$ cat config.mk
export PLATFORM = sky130hd
export DESIGN_NAME = fifo_burst_reader
export DESIGN_NICKNAME = d
export VERILOG_FILES = /design/src/rtl/fifo_burst_reader.sv
export SDC_FILE = /design/constraint.sdc
export NUM_CORES = 1
export LEC_CHECK = 0
export ABC_AREA = 1
export CAP_MARGIN = 5
export CORE_MARGIN = 1.5
export CORE_UTILIZATION = 53
export CTS_CLUSTER_DIAMETER = 200
export DETAILED_ROUTE_END_ITERATION = 10
export MAX_ROUTING_LAYER = met4
export PLACE_DENSITY = 0.83
export SYNTH_ARGS = -nofsm -noshare
export SYNTH_HDL_FRONTEND = slang
export SYNTH_SLANG_ARGS = --single-unit
$ cat constraint.sdc
create_clock -name clk -period 4.96 [get_ports clk]
set_input_delay 0.992 -clock clk [delete_from_list [all_inputs] [get_ports clk]]
set_output_delay 0.992 -clock clk [all_outputs]
set_load 0.03 [all_outputs]
$ cat src/rtl/fifo_burst_reader.sv
// Burst reader: drains a registered-output synchronous FIFO through a 2-entry buffer
// and tags every BURST_LEN-th delivered word with out_last.

module fifo_burst_reader_chk (
    input  logic       clk,
    input  logic       rst,
    input  logic       capture,
    input  logic       pop,
    input  logic [1:0] count
);
    // A capture into a full buffer is only legal when a pop frees a slot the same cycle
    property no_overflow_p;
        @(posedge clk) disable iff (rst) (capture && (count == 2'd2)) |-> pop;
    endproperty

    no_overflow_a: assert property (no_overflow_p);
endmodule

module fifo_burst_reader #(
    parameter int WIDTH     = 8,
    parameter int BURST_LEN = 4
) (
    input  logic             clk,
    input  logic             rst,
    input  logic             fifo_empty,
    output logic             fifo_rd_en,
    input  logic [WIDTH-1:0] fifo_rdata,
    output logic             out_valid,
    input  logic             out_ready,
    output logic [WIDTH-1:0] out_data,
    output logic             out_last
);
    localparam int            BW        = (BURST_LEN > 1) ? $clog2(BURST_LEN) : 1;
    localparam logic [BW-1:0] LAST_BEAT = BW'(BURST_LEN - 1);

    logic [WIDTH-1:0] head_r;
    logic [WIDTH-1:0] tail_r;
    logic [WIDTH-1:0] head_nx_s;
    logic [WIDTH-1:0] tail_nx_s;
    logic [1:0]       count_r;
    logic [1:0]       count_nx_s;
    logic             inflight_r;
    logic [BW-1:0]    beat_r;
    logic [BW-1:0]    beat_nx_s;
    logic             valid_r;
    logic             last_r;
    logic             pop_s;
    logic             capture_s;
    logic [2:0]       pending_s;

    assign pop_s     = valid_r & out_ready;
    assign capture_s = inflight_r;
    assign pending_s = {1'b0, count_r} + {2'b00, inflight_r} - {2'b00, pop_s};

    assign out_valid = valid_r;
    assign out_data  = head_r;
    assign out_last  = last_r;

    // Read request: issue only when the word it returns is guaranteed a free slot
    always_comb begin
        if (rst) begin
            fifo_rd_en = 1'b0;
        end else begin
            fifo_rd_en = ~fifo_empty & (pending_s < 3'd2);
        end
    end

    // Next buffer contents, occupancy and beat position
    always_comb begin
        head_nx_s  = head_r;
        tail_nx_s  = tail_r;
        count_nx_s = count_r;
        case ({capture_s, pop_s})
            2'b10: begin
                count_nx_s = count_r + 2'd1;
                if (count_r == 2'd0) begin
                    head_nx_s = fifo_rdata;
                end else begin
                    tail_nx_s = fifo_rdata;
                end
            end
            2'b01: begin
                count_nx_s = count_r - 2'd1;
                head_nx_s  = tail_r;
            end
            2'b11: begin
                if (count_r == 2'd1) begin
                    head_nx_s = fifo_rdata;
                end else begin
                    head_nx_s = tail_r;
                    tail_nx_s = fifo_rdata;
                end
            end
            default: begin
                head_nx_s  = head_r;
                tail_nx_s  = tail_r;
                count_nx_s = count_r;
            end
        endcase

        if (pop_s) begin
            if (beat_r == LAST_BEAT) begin
                beat_nx_s = {BW{1'b0}};
            end else begin
                beat_nx_s = beat_r + BW'(1'b1);
            end
        end else begin
            beat_nx_s = beat_r;
        end
    end

    // Control state; out_valid/out_last are registered from next-state values
    always_ff @(posedge clk) begin
        if (rst) begin
            count_r    <= 2'd0;
            inflight_r <= 1'b0;
            beat_r     <= {BW{1'b0}};
            valid_r    <= 1'b0;
            last_r     <= 1'b0;
        end else begin
            count_r    <= count_nx_s;
            inflight_r <= fifo_rd_en & ~fifo_empty;
            beat_r     <= beat_nx_s;
            valid_r    <= (count_nx_s != 2'd0);
            last_r     <= (count_nx_s != 2'd0) && (beat_nx_s == LAST_BEAT);
        end
    end

    // Data slots carry no reset: their contents are ignored while count is zero
    always_ff @(posedge clk) begin
        head_r <= head_nx_s;
        tail_r <= tail_nx_s;
    end

    fifo_burst_reader_chk u_chk (
        .clk     (clk),
        .rst     (rst),
        .capture (capture_s),
        .pop     (pop_s),
        .count   (count_r)
    );
endmodule

Word level (Yosys, flattened, before mapping). Index checks and enable logic that the tools add are counted.

Register bits: 23. Output and inout bits: 11.

$add $sub $neg: 5. Magnitude comparators: 1. Equality and inequality tests: 9. Mux-type cells: 10. Bitwise gates (word level): 4. Reductions and logical operators: 7.

Operators by type and width (number): $mux W8 (4); $pmux W8 S3 (1); $pmux W8 S2 (1); $eq A2 B2 Y1 const B (4); $ne A2 B2 Y1 const B (3); $add A2 B1 Y2 const B (2); $eq A2 B1 Y1 const B (2); $mux W2 (2); $pmux W2 S2 (1); $reduce_bool A2 Y1 (2); $add A2 B1 Y3 (1); $and A1 B1 Y1 (3); $lt A3 B2 Y1 const B (1); $reduce_and A3 Y1 (1); $reduce_bool A3 Y1 (1); $sub A3 B1 Y3 (1); $logic_not A2 Y1 (1); $reduce_and A2 Y1 (1); $sub A2 B1 Y2 const B (1); $logic_and A1 B1 Y1 (1); $mux W1 (1); $not A1 Y1 (1).

Depth between registers and ports, before layout.
Word-level depth: 6. Depth in mapped cells: 8.

Least setup slack after synthesis. Ideal clock, no wire load.

Kind: in2out. Start point: input out_ready. End point: output fifo_rd_en. Data arrival time: 2.823 ns. Data required time: 3.968 ns. Path slack: 1.145 ns. Stages on the path: 8. Cell sequence: nand2_2 inv_1 ha_1 inv_1 nand2_1 fa_1 nand2_1 nor3_1.

Longest elaborated chain between the ends: 5.

RTL lines: start: declaration (line 29) `input logic out_ready,`; $and A1 B1 Y1 (line 51) `assign pop_s = valid_r & out_ready;`; $sub A3 B1 Y3 (line 53) `assign pending_s = {1'b0, count_r} + {2'b00, inflight_r} - {2'b00, pop_s};`; $lt A3 B2 Y1 (line 64) `fifo_rd_en = ~fifo_empty & (pending_s < 3'd2);`; $and A1 B1 Y1 (line 64); $mux W1 (line 61) `if (rst) begin`; end: declaration (line 26) `output logic fifo_rd_en,`.

Every way passes these cells.

Worst setup path after layout. Ends and elaborated chain as after synthesis.

==> run metrics <==
status=completed; Vias=794; final hold violations=0; crit start category=input pin; measured slew at the worst slew-check pin=roughly 690 ps; Netlist cell types=19; sequential fraction of the synthesis area=0.578; layout cell share with drive strength beyond 1=0.0703; grt total ovfl=0; Max H-tree Level=1; Avg WL per Cell=about 12 um; Core Util, Final=0.692; VDD IR-drop max=between 0.3 and 0.4 mV; largest net degree at the start of global routing=14; r2r endpoint=capture_s; drt via density=between 5 and 6; RSZ-0062 raised after global routing=no; setup slack after layout=~390 ps; Synth area leaders=edfxtp_1, dfxtp_1, ha_1; WP buf/inv=4; die area=2300 um2; critical-path cell list=clkdlybuf4s50_1 -> nand2_2 -> inv_1 -> ha_1 -> inv_1 -> nand2_1 -> fa_1 -> nand2_1 -> nor3_1 -> clkdlybuf4s50_1; Finished Layout Cells=around 160; final setup fails=0; worst flop-to-flop path startpoint=out_valid; Synth top area share=0.448; Clk Latency, worst-skew pair=310 ps; Hold Crit Class=flop to flop; Slew HR=0.535; Final Power=630 uW; Routed Antenna Nets=0; Tcrit/Tclk final=0.921; r2r setup slk=around 3100 ps; Leak Pwr=approximately 0.55 nW; P&R area growth vs syn=25.2%; postcts setup bufs=0; Setup WS pre-CTS=around 400 ps; Layout Nets=150; max-slew violation count=0; ys async rst share=0; final WL=1.91 mm; core area=1940 um2; Synth Cell Area=~1100 um2; Worst setup startpoint=out_ready; Hold Buf Count CTS=0; WP data arrival=about 3600 ps; CTS tree=done; Top-Level Pins=23; Initial Util=0.553; Root Buffer=clkbuf_4; Yosys top cell by area=edfxtp_1; Avg Cell Area, Syn=~10 um2; most frequent cell after synthesis=nand2_1; CP max FO=5; CP max stage cell=clkdlybuf4s50_1; DRC errors left=0; #FFs+latches synth=23; # clock sinks=23; Die Y=48.0 um; YS warnings=0; # rows=16; Pwr per Cell Area=around 470 nW/um2; CTS Buf Count=3; Chip Width=48.0 um; EDFF count, synth=16; gr usage total=0.203; worst setup path category=input pin to output pin; crit path time final=around 4600 ps; slowest stage delay, CP=700 ps; Mapped Cells=103; Final GP Congestion=roughly 0.77; Worst Setup End Kind=output pin; ys flop type=edfxtp_1; WP depth=10; max-cap viol count=0; Placed Cells=151; post-CTS sizing=0; syn_nets=between 100 and 150; Worst Setup EP=fifo_rd_en; final setup TNS=0 ps; PortBufs=22; FMAX=approximately 220 MHz; TritonRoute pass-1 iters=4; Initial DRC Count=10; vias in the first global route=~740; antenna cells=0; Max Root-Sink Buffers=2; commonest cells in the netlist=nand2_1, edfxtp_1, o21ai_0; Worst Skew=a little under 8 ps; reg2reg path depth=8; WP data required=about 4000 ps; initial antenna violation count=0; detailed placement HPWL=between 1 and 1.5 mm; CP delay by family, top=buffers and inverters; first-pass GRT wire length=around 3 mm; clock transition at the registers of the reported paths=approximately 130 ps
-- worst min-delay path by stage --
stage | from | end | slack [ps] | depth (start not counted)
after global routing | beat_r[1] | beat_r[1] | 560 | 2
final | beat_r[1] | beat_r[1] | 510 | 2
after global placement | beat_r[1] | beat_r[1] | 490 | 2
after detailed placement | beat_r[1] | beat_r[1] | 490 | 2
after floorplan | beat_r[1] | beat_r[1] | 460 | 2
after CTS | beat_r[1] | beat_r[1] | 510 | 2
-- flip-flops by register name, indices dropped and copies added (netlist names) --
signal,flops
count_r,2
capture_s,1
beat_r,2
tail_r,8
out_valid,1
out_data,8
out_last,1
-- final cells by class --
class,count,area (um2)
sequential,23,621
fill,164,598
multi-input combinational,67,397
timing repair buffer,22,220
inverter,12,45.0
tap,27,33.8
clock buffer,3,22.5
clock inverter,1,5.00
-- cell usage in the layout (no fill, tap or decap) --
cell	count
fa_1	1
clkbuf_4	3
a21oi_1	4
nand2_1	19
ha_1	8
o21ai_1	1
nand3_1	2
and2_1	1
dfxtp_1	7
edfxtp_1	16
nand2_2	3
nor2_2	1
xor2_1	1
clkdlybuf4s50_1	22
nor2_1	6
nor3_1	2
o21a_1	1
nand3_2	1
o21ai_0	16
clkinv_2	1
inv_1	12
-- cells by family after synthesis --
kind of cell,synth area share
XOR/XNOR,0.00816
AND/OR/NAND/NOR,0.145
buffers and inverters,0.0524
flip-flops,0.578
adder cells (fa/ha/maj),0.112
AO/OA/AOI/OAI,0.105
-- metal layers --
metal / global-route usage / part of all wire / vias to the layer above
met5: - / 0 / -
met3: 0.0377 / 0.037 / 5
met2: 0.355 / 0.54 / 21
met1: 0.215 / 0.40 / 371
li1: - / - / 397
met4: 0.103 / 0.022 / 0
-- power by group --
group / switching [mW] / internal, mW / leakage [nW] / total (mW)
Sequential: 0.0175 / 0.259 / 0.204 / 0.277
Combinational: 0.167 / 0.0998 / 0.324 / 0.267
Clock: 0.0558 / 0.0302 / 0.0177 / 0.0859
Total: 0.241 / 0.389 / 0.546 / 0.630
-- through the flow --
step,hold slack (ps),cell area (um2)
finish,507,1340
global placement,494,1320
global route,555,1340
floorplan,458,1070
CTS,510,1340
detailed placement,492,1320
-- worst reg2reg max path, cell delays in order, from the launching register on --
cell     delay, ps
dfxtp_1        390
nand2_2        100
inv_1          120
ha_1           260
inv_1          110
nand2_1         90
fa_1           490
nand2_1         60
nor3_1         170
Note: power is estimated with default switching activity, not from simulation.
